$ cat src/rtl/rs_pkg.sv
// Shared constants, FSM state type and GF(256) arithmetic for the RS(255,251) encoder.
package rs_pkg;

    localparam logic [8:0] GF_POLY = 9'h11D;
    localparam int         NPAR    = 4;
    localparam int         RS_N    = 255;
    localparam int         RS_K    = RS_N - NPAR;

    // Generator g(x) = x^4 + G3 x^3 + G2 x^2 + G1 x + G0, roots alpha^1..alpha^4
    localparam logic [7:0] G3 = 8'h1E;
    localparam logic [7:0] G2 = 8'hD8;
    localparam logic [7:0] G1 = 8'hE7;
    localparam logic [7:0] G0 = 8'h74;

    typedef enum logic [1:0] {
        IDLE   = 2'd0,
        DATA   = 2'd1,
        PARITY = 2'd2
    } state_t;

    function automatic logic [7:0] gen_coef(input int i);
        case (i)
            0:       return G0;
            1:       return G1;
            2:       return G2;
            default: return G3;
        endcase
    endfunction

    // Shift-and-add multiply, reducing by the field polynomial on each carry out of bit 7
    function automatic logic [7:0] gf_mul(input logic [7:0] a, input logic [7:0] b);
        logic [7:0] acc;
        logic [7:0] sh;
        acc = 8'h00;
        sh  = a;
        for (int i = 0; i < 8; i++) begin
            if (b[i]) acc = acc ^ sh;
            sh = sh[7] ? ((sh << 1) ^ GF_POLY[7:0]) : (sh << 1);
        end
        return acc;
    endfunction

endpackage

$ cat src/rtl/gf256mul.sv
// Combinational GF(256) multiplier over poly 0x11D.
module gf256mul
    import rs_pkg::*;
(
    input  logic [7:0] a,
    input  logic [7:0] b,
    output logic [7:0] p
);

    always_comb begin
        p = gf_mul(a, b);
    end

endmodule

$ cat src/rtl/rs255_251_encoder.sv
// Systematic RS(255,251) encoder: message bytes pass through, then four parity
// bytes from an LFSR divider by g(x) are appended, highest power first.
module rs255_251_encoder
    import rs_pkg::*;
#(
    parameter int MSG_MAX = RS_K
) (
    input  logic       clk,
    input  logic       rst_n,
    input  logic       din_val,
    input  logic       din_sop,
    input  logic       din_eop,
    input  logic [7:0] din,
    output logic       din_rdy,
    output logic       dout_val,
    output logic       dout_sop,
    output logic       dout_eop,
    output logic [7:0] dout,
    output logic       len_err
);

    localparam logic [7:0] MAX_CNT = 8'(MSG_MAX);

    state_t                   state_reg;
    logic [7:0]               count_reg;
    logic [1:0]               pidx_reg;
    logic [NPAR-1:0][7:0]     lfsr_reg;
    logic [NPAR-1:0][7:0]     lfsr_next;
    logic [NPAR-1:0][7:0]     prod;
    logic [7:0]               fb;
    logic [7:0]               count_inc;
    logic                     accept;
    logic                     at_max;

    assign din_rdy   = (state_reg != PARITY);
    assign accept    = din_val && din_rdy;
    assign count_inc = count_reg + 8'd1;
    assign at_max    = (count_inc == MAX_CNT);

    // A sop byte always starts from a cleared divider, even when aborting a frame in DATA
    assign fb = din ^ (din_sop ? 8'h00 : lfsr_reg[NPAR-1]);

    generate
        for (genvar gi = 0; gi < NPAR; gi++) begin : g_tap
            gf256mul u_mul (
                .a (fb),
                .b (gen_coef(gi)),
                .p (prod[gi])
            );
            if (gi == 0) begin : g_low
                assign lfsr_next[gi] = prod[gi];
            end else begin : g_high
                assign lfsr_next[gi] = (din_sop ? 8'h00 : lfsr_reg[gi-1]) ^ prod[gi];
            end
        end
    endgenerate

    always_ff @(posedge clk or negedge rst_n) begin
        if (!rst_n) begin
            state_reg <= IDLE;
            count_reg <= 8'd0;
            pidx_reg  <= 2'd0;
            lfsr_reg  <= '0;
            dout_val  <= 1'b0;
            dout_sop  <= 1'b0;
            dout_eop  <= 1'b0;
            dout      <= 8'h00;
            len_err   <= 1'b0;
        end else begin
            dout_val <= 1'b0;
            dout_sop <= 1'b0;
            dout_eop <= 1'b0;
            len_err  <= 1'b0;
            case (state_reg)
                IDLE, DATA: begin
                    if (accept && din_sop) begin
                        lfsr_reg  <= lfsr_next;
                        count_reg <= 8'd1;
                        dout      <= din;
                        dout_val  <= 1'b1;
                        dout_sop  <= 1'b1;
                        len_err   <= (state_reg == DATA);
                        pidx_reg  <= 2'd0;
                        state_reg <= din_eop ? PARITY : DATA;
                    end else if (accept && state_reg == DATA) begin
                        lfsr_reg  <= lfsr_next;
                        count_reg <= count_inc;
                        dout      <= din;
                        dout_val  <= 1'b1;
                        if (din_eop || at_max) begin
                            state_reg <= PARITY;
                            pidx_reg  <= 2'd0;
                        end
                        // Forced close at the length limit is flagged only if the sender missed eop
                        if (at_max && !din_eop) len_err <= 1'b1;
                    end
                end
                PARITY: begin
                    dout     <= lfsr_reg[NPAR-1];
                    dout_val <= 1'b1;
                    lfsr_reg <= {lfsr_reg[NPAR-2:0], 8'h00};
                    pidx_reg <= pidx_reg + 2'd1;
                    if (pidx_reg == 2'(NPAR-1)) begin
                        dout_eop  <= 1'b1;
                        count_reg <= 8'd0;
                        state_reg <= IDLE;
                    end
                end
                default: state_reg <= IDLE;
            endcase
        end
    end

endmodule
$ cat config.mk
export PLATFORM = sky130hd
export DESIGN_NAME = rs255_251_encoder
export DESIGN_NICKNAME = d
export VERILOG_FILES = /design/src/rtl/rs_pkg.sv /design/src/rtl/gf256mul.sv /design/src/rtl/rs255_251_encoder.sv
export SDC_FILE = /design/constraint.sdc
export NUM_CORES = 1
export LEC_CHECK = 0
export ABC_AREA = 1
export CORE_MARGIN = 5
export CORE_UTILIZATION = 58
export DETAILED_ROUTE_END_ITERATION = 7
export DONT_BUFFER_PORTS = 1
export HOLD_SLACK_MARGIN = 0.12
export PLACE_DENSITY = 0.82
export SKIP_CTS_REPAIR_TIMING = 1
export SLEW_MARGIN = 0
export SYNTH_ARGS = -nofsm -noshare
export SYNTH_HDL_FRONTEND = slang
export SYNTH_SLANG_ARGS = --single-unit
$ cat constraint.sdc
create_clock -name clk -period 5.18 [get_ports clk]
set_input_delay 1.036 -clock clk [delete_from_list [all_inputs] [get_ports clk]]
set_output_delay 1.036 -clock clk [all_outputs]
set_load 0.02 [all_outputs]
==> metrics.cfg <==
[critical_path]
cp_cell_sequence=inv_2 -> nor2_4 -> nand2_2 -> nor2_1 -> nor2_2 -> inv_2 -> nor2_2 -> inv_2 -> nand3_1 -> o21ai_0
worstPathMaxFanout=35
r2r_slack_ns=2.06
critPathRequiredTime_ns=5.36
r2r_start=state_reg[1]
critPathBufInv=3
critical-path-top-delay-family=simple AND/OR/NAND/NOR gates
start_kind=input port
critPathKind=in2reg
r2r_end=lfsr_reg[29]
max_stage_delay_ns=0.52
cp_common_cell=inv_2
crit_arrival_ns=3.36
reg2regPathDepth=11
slowest_stage=nor2_2
crit_path_end_kind=register

[grt]
grt_util_all_layers=0.263
grt_overflow=0
antenna_found_initial=0
first_global_vias=3899
grt_pass1_wl_um=18700
grt_max_degree=57

[layout]
largest_reg_flops=32
finish.net_count=628
area_growth_pct=3.42
n_antenna_cell=0
utilization=0.616
drive_gt1_frac=0.132

[detailed_routing]
drc_errors=0
vias=4105
vias_per_cell=5.77
dr.first_iter.drc_count=429
postRouteWirelength_um=11300
first_pass_iters=5
wl_per_cell_um=15.9
antenna_left=0

[logic_synthesis]
synth_edf_count=0
postSynthAreaPerCell_um2=6.95
yosysTopAreaCell=dfrtp_1
syn_inst=621
ys_top_cells_by_area=dfrtp_1, nand2_1, nand3_1
yosysMostFrequentCell=nand2_1
syn_nets=637
ys_ff_latch=56
async_flop_share=1.00
netlist_area_um2=4320
netlist.area_leader.share=0.325
yosys_warnings=0
synth_cell_types=44
ys_seq_area_frac=0.325
synth_commonest_cells=nand2_1, nand3_1, dfrtp_1
ys.flop_type=dfrtp_1

[floorplanning]
die-area_um2=9270
dieHeight_um=96.3
pin_count=26
start_util=0.595
rows=31
die_w_um=96.3
fp.coreArea_um2=7250

[sta]
final-hold-violation-count=0
drv_slew=0
final.setup.worst_slack_ns=1.99
rsz0062_at_grt=no
slew_headroom=0.561
setup_viol=0
timing.final.crit_share=0.615
clock_skew_ns=0.00791
fmax_ghz=0.314
tns_ns=0
final.min_clock_period_ns=3.19
worst_slew_pin_slew_ns=0.657

[pwr]
powerDensity_nw_per_um2=665
ir_drop_mv=0.714
p_leak_uw=0.00227

[clock_tree]
cts_tree=yes
path_clk_slew_ns=0.11
clock_latency_ns=0.32
clock_path_buffers=2
htreeDepth=2
cts_made_buffers=5
root_buffer=clkbuf_8
cts_sinks=56

[flow_run]
maxCapViolCount=0

[min_path]
hold_path_class=in2async

[run_status]
outcome=finished, final reports clean

[place]
gp_congestion=0.985
dpl.hpwl_um=8220
place_ws_ns=1.68
port_buffers=0

## kinds of logic (layout without fill, tap and decap cells)
| kind of cell | Yosys count | after routing | synth area share |
|---|---|---|---|
| compound gates | 63 | 63 | 0.0861 |
| xor+xnor | 34 | 34 | 0.0837 |
| fa+ha+maj | 3 | 3 | 0.00869 |
| buf+inv | 83 | 75 | 0.0829 |
| flops | 56 | 56 | 0.325 |
| mux | 1 | 1 | 0.00232 |
| simple gates | 381 | 381 | 0.412 |
## routing by layer
layer	wire (um)	up-vias	part of all wire	GRT usage
li1	-	1975	-	-
met1	4710	1937	0.42	0.334
met2	5540	168	0.49	0.454
met3	794	25	0.070	0.0407
met4	274	0	0.024	0.0841
met5	0	-	0	0
## worst max-delay path by stage
stage	from	to	slack, ns	cells past startpoint
final	din_sop	lfsr_reg[29]	1.99	10
after global routing	din_sop	dout[0]	1.78	10
after CTS	din_sop	lfsr_reg[29]	2.01	10
after detailed placement	din_sop	lfsr_reg[29]	1.68	10
after global placement	din_sop	lfsr_reg[29]	1.81	10
after floorplan	din_sop	lfsr_reg[30]	2.70	16
## power breakdown
part / internal, uW / switching [uW]
Sequential: 626 / 186
Combinational: 600 / 1260
Clock: 147 / 154
## metrics by stage
| step | instance area, um2 | cells | power, uW | hold WS [ns] |
|---|---|---|---|---|
| 2_1_floorplan | 4320 | 621 | 2240 | 0.449 |
| 3_3_place_gp | 4350 | 704 | 2580 | 0.464 |
| 3_5_place_dp | 4350 | 704 | 2640 | 0.466 |
| 4_1_cts | 4470 | 712 | 2940 | 0.395 |
| 5_1_grt | 4470 | 712 | 3230 | 0.381 |
| 6_report | 4470 | 712 | 2970 | 0.398 |
## placed cells by master (no fill, tap or decap), types with 2 or more instances in the layout
| cell | count |
|---|---|
| a21oi_1 | 11 |
| a31oi_1 | 2 |
| buf_4 | 2 |
| clkbuf_8 | 5 |
| dfrtp_1 | 56 |
| ha_1 | 3 |
| inv_1 | 51 |
| inv_2 | 11 |
| inv_4 | 2 |
| nand2_1 | 225 |
| nand2_2 | 33 |
| nand2_4 | 9 |
| nand3_1 | 62 |
| nand3_2 | 5 |
| nand4_1 | 12 |
| nor2_1 | 24 |
| nor2_2 | 2 |
| nor2_4 | 2 |
| nor3_1 | 2 |
| o21ai_0 | 17 |
| o21ai_1 | 7 |
| o221ai_1 | 3 |
| o22ai_1 | 16 |
| o31ai_1 | 2 |
| xnor2_1 | 8 |
| xor2_1 | 22 |
| xor2_4 | 2 |
## worst reg2reg max path, cell delays in order (launching register included)
cell and delay, ns:
dfrtp_1 0.43, inv_1 0.11, nor2_4 0.45, nor2_4 0.17, nand2_2 0.17, nor2_1 0.09
nor2_2 0.52, inv_2 0.30, nor2_2 0.19, inv_2 0.27, nand3_1 0.18, o21ai_0 0.10
## layout make-up
| class | instances | area, um2 |
|---|---|---|
| fillers | 687 | 2790 |
| multi-input cells | 482 | 2560 |
| flip-flops and latches | 56 | 1400 |
| inverters | 65 | 249 |
| well taps | 99 | 124 |
| clock buffers | 5 | 68.8 |
| clock inverters | 3 | 46.3 |
| repair buffers | 2 | 15.0 |
Power figures use the tool's default switching activity.
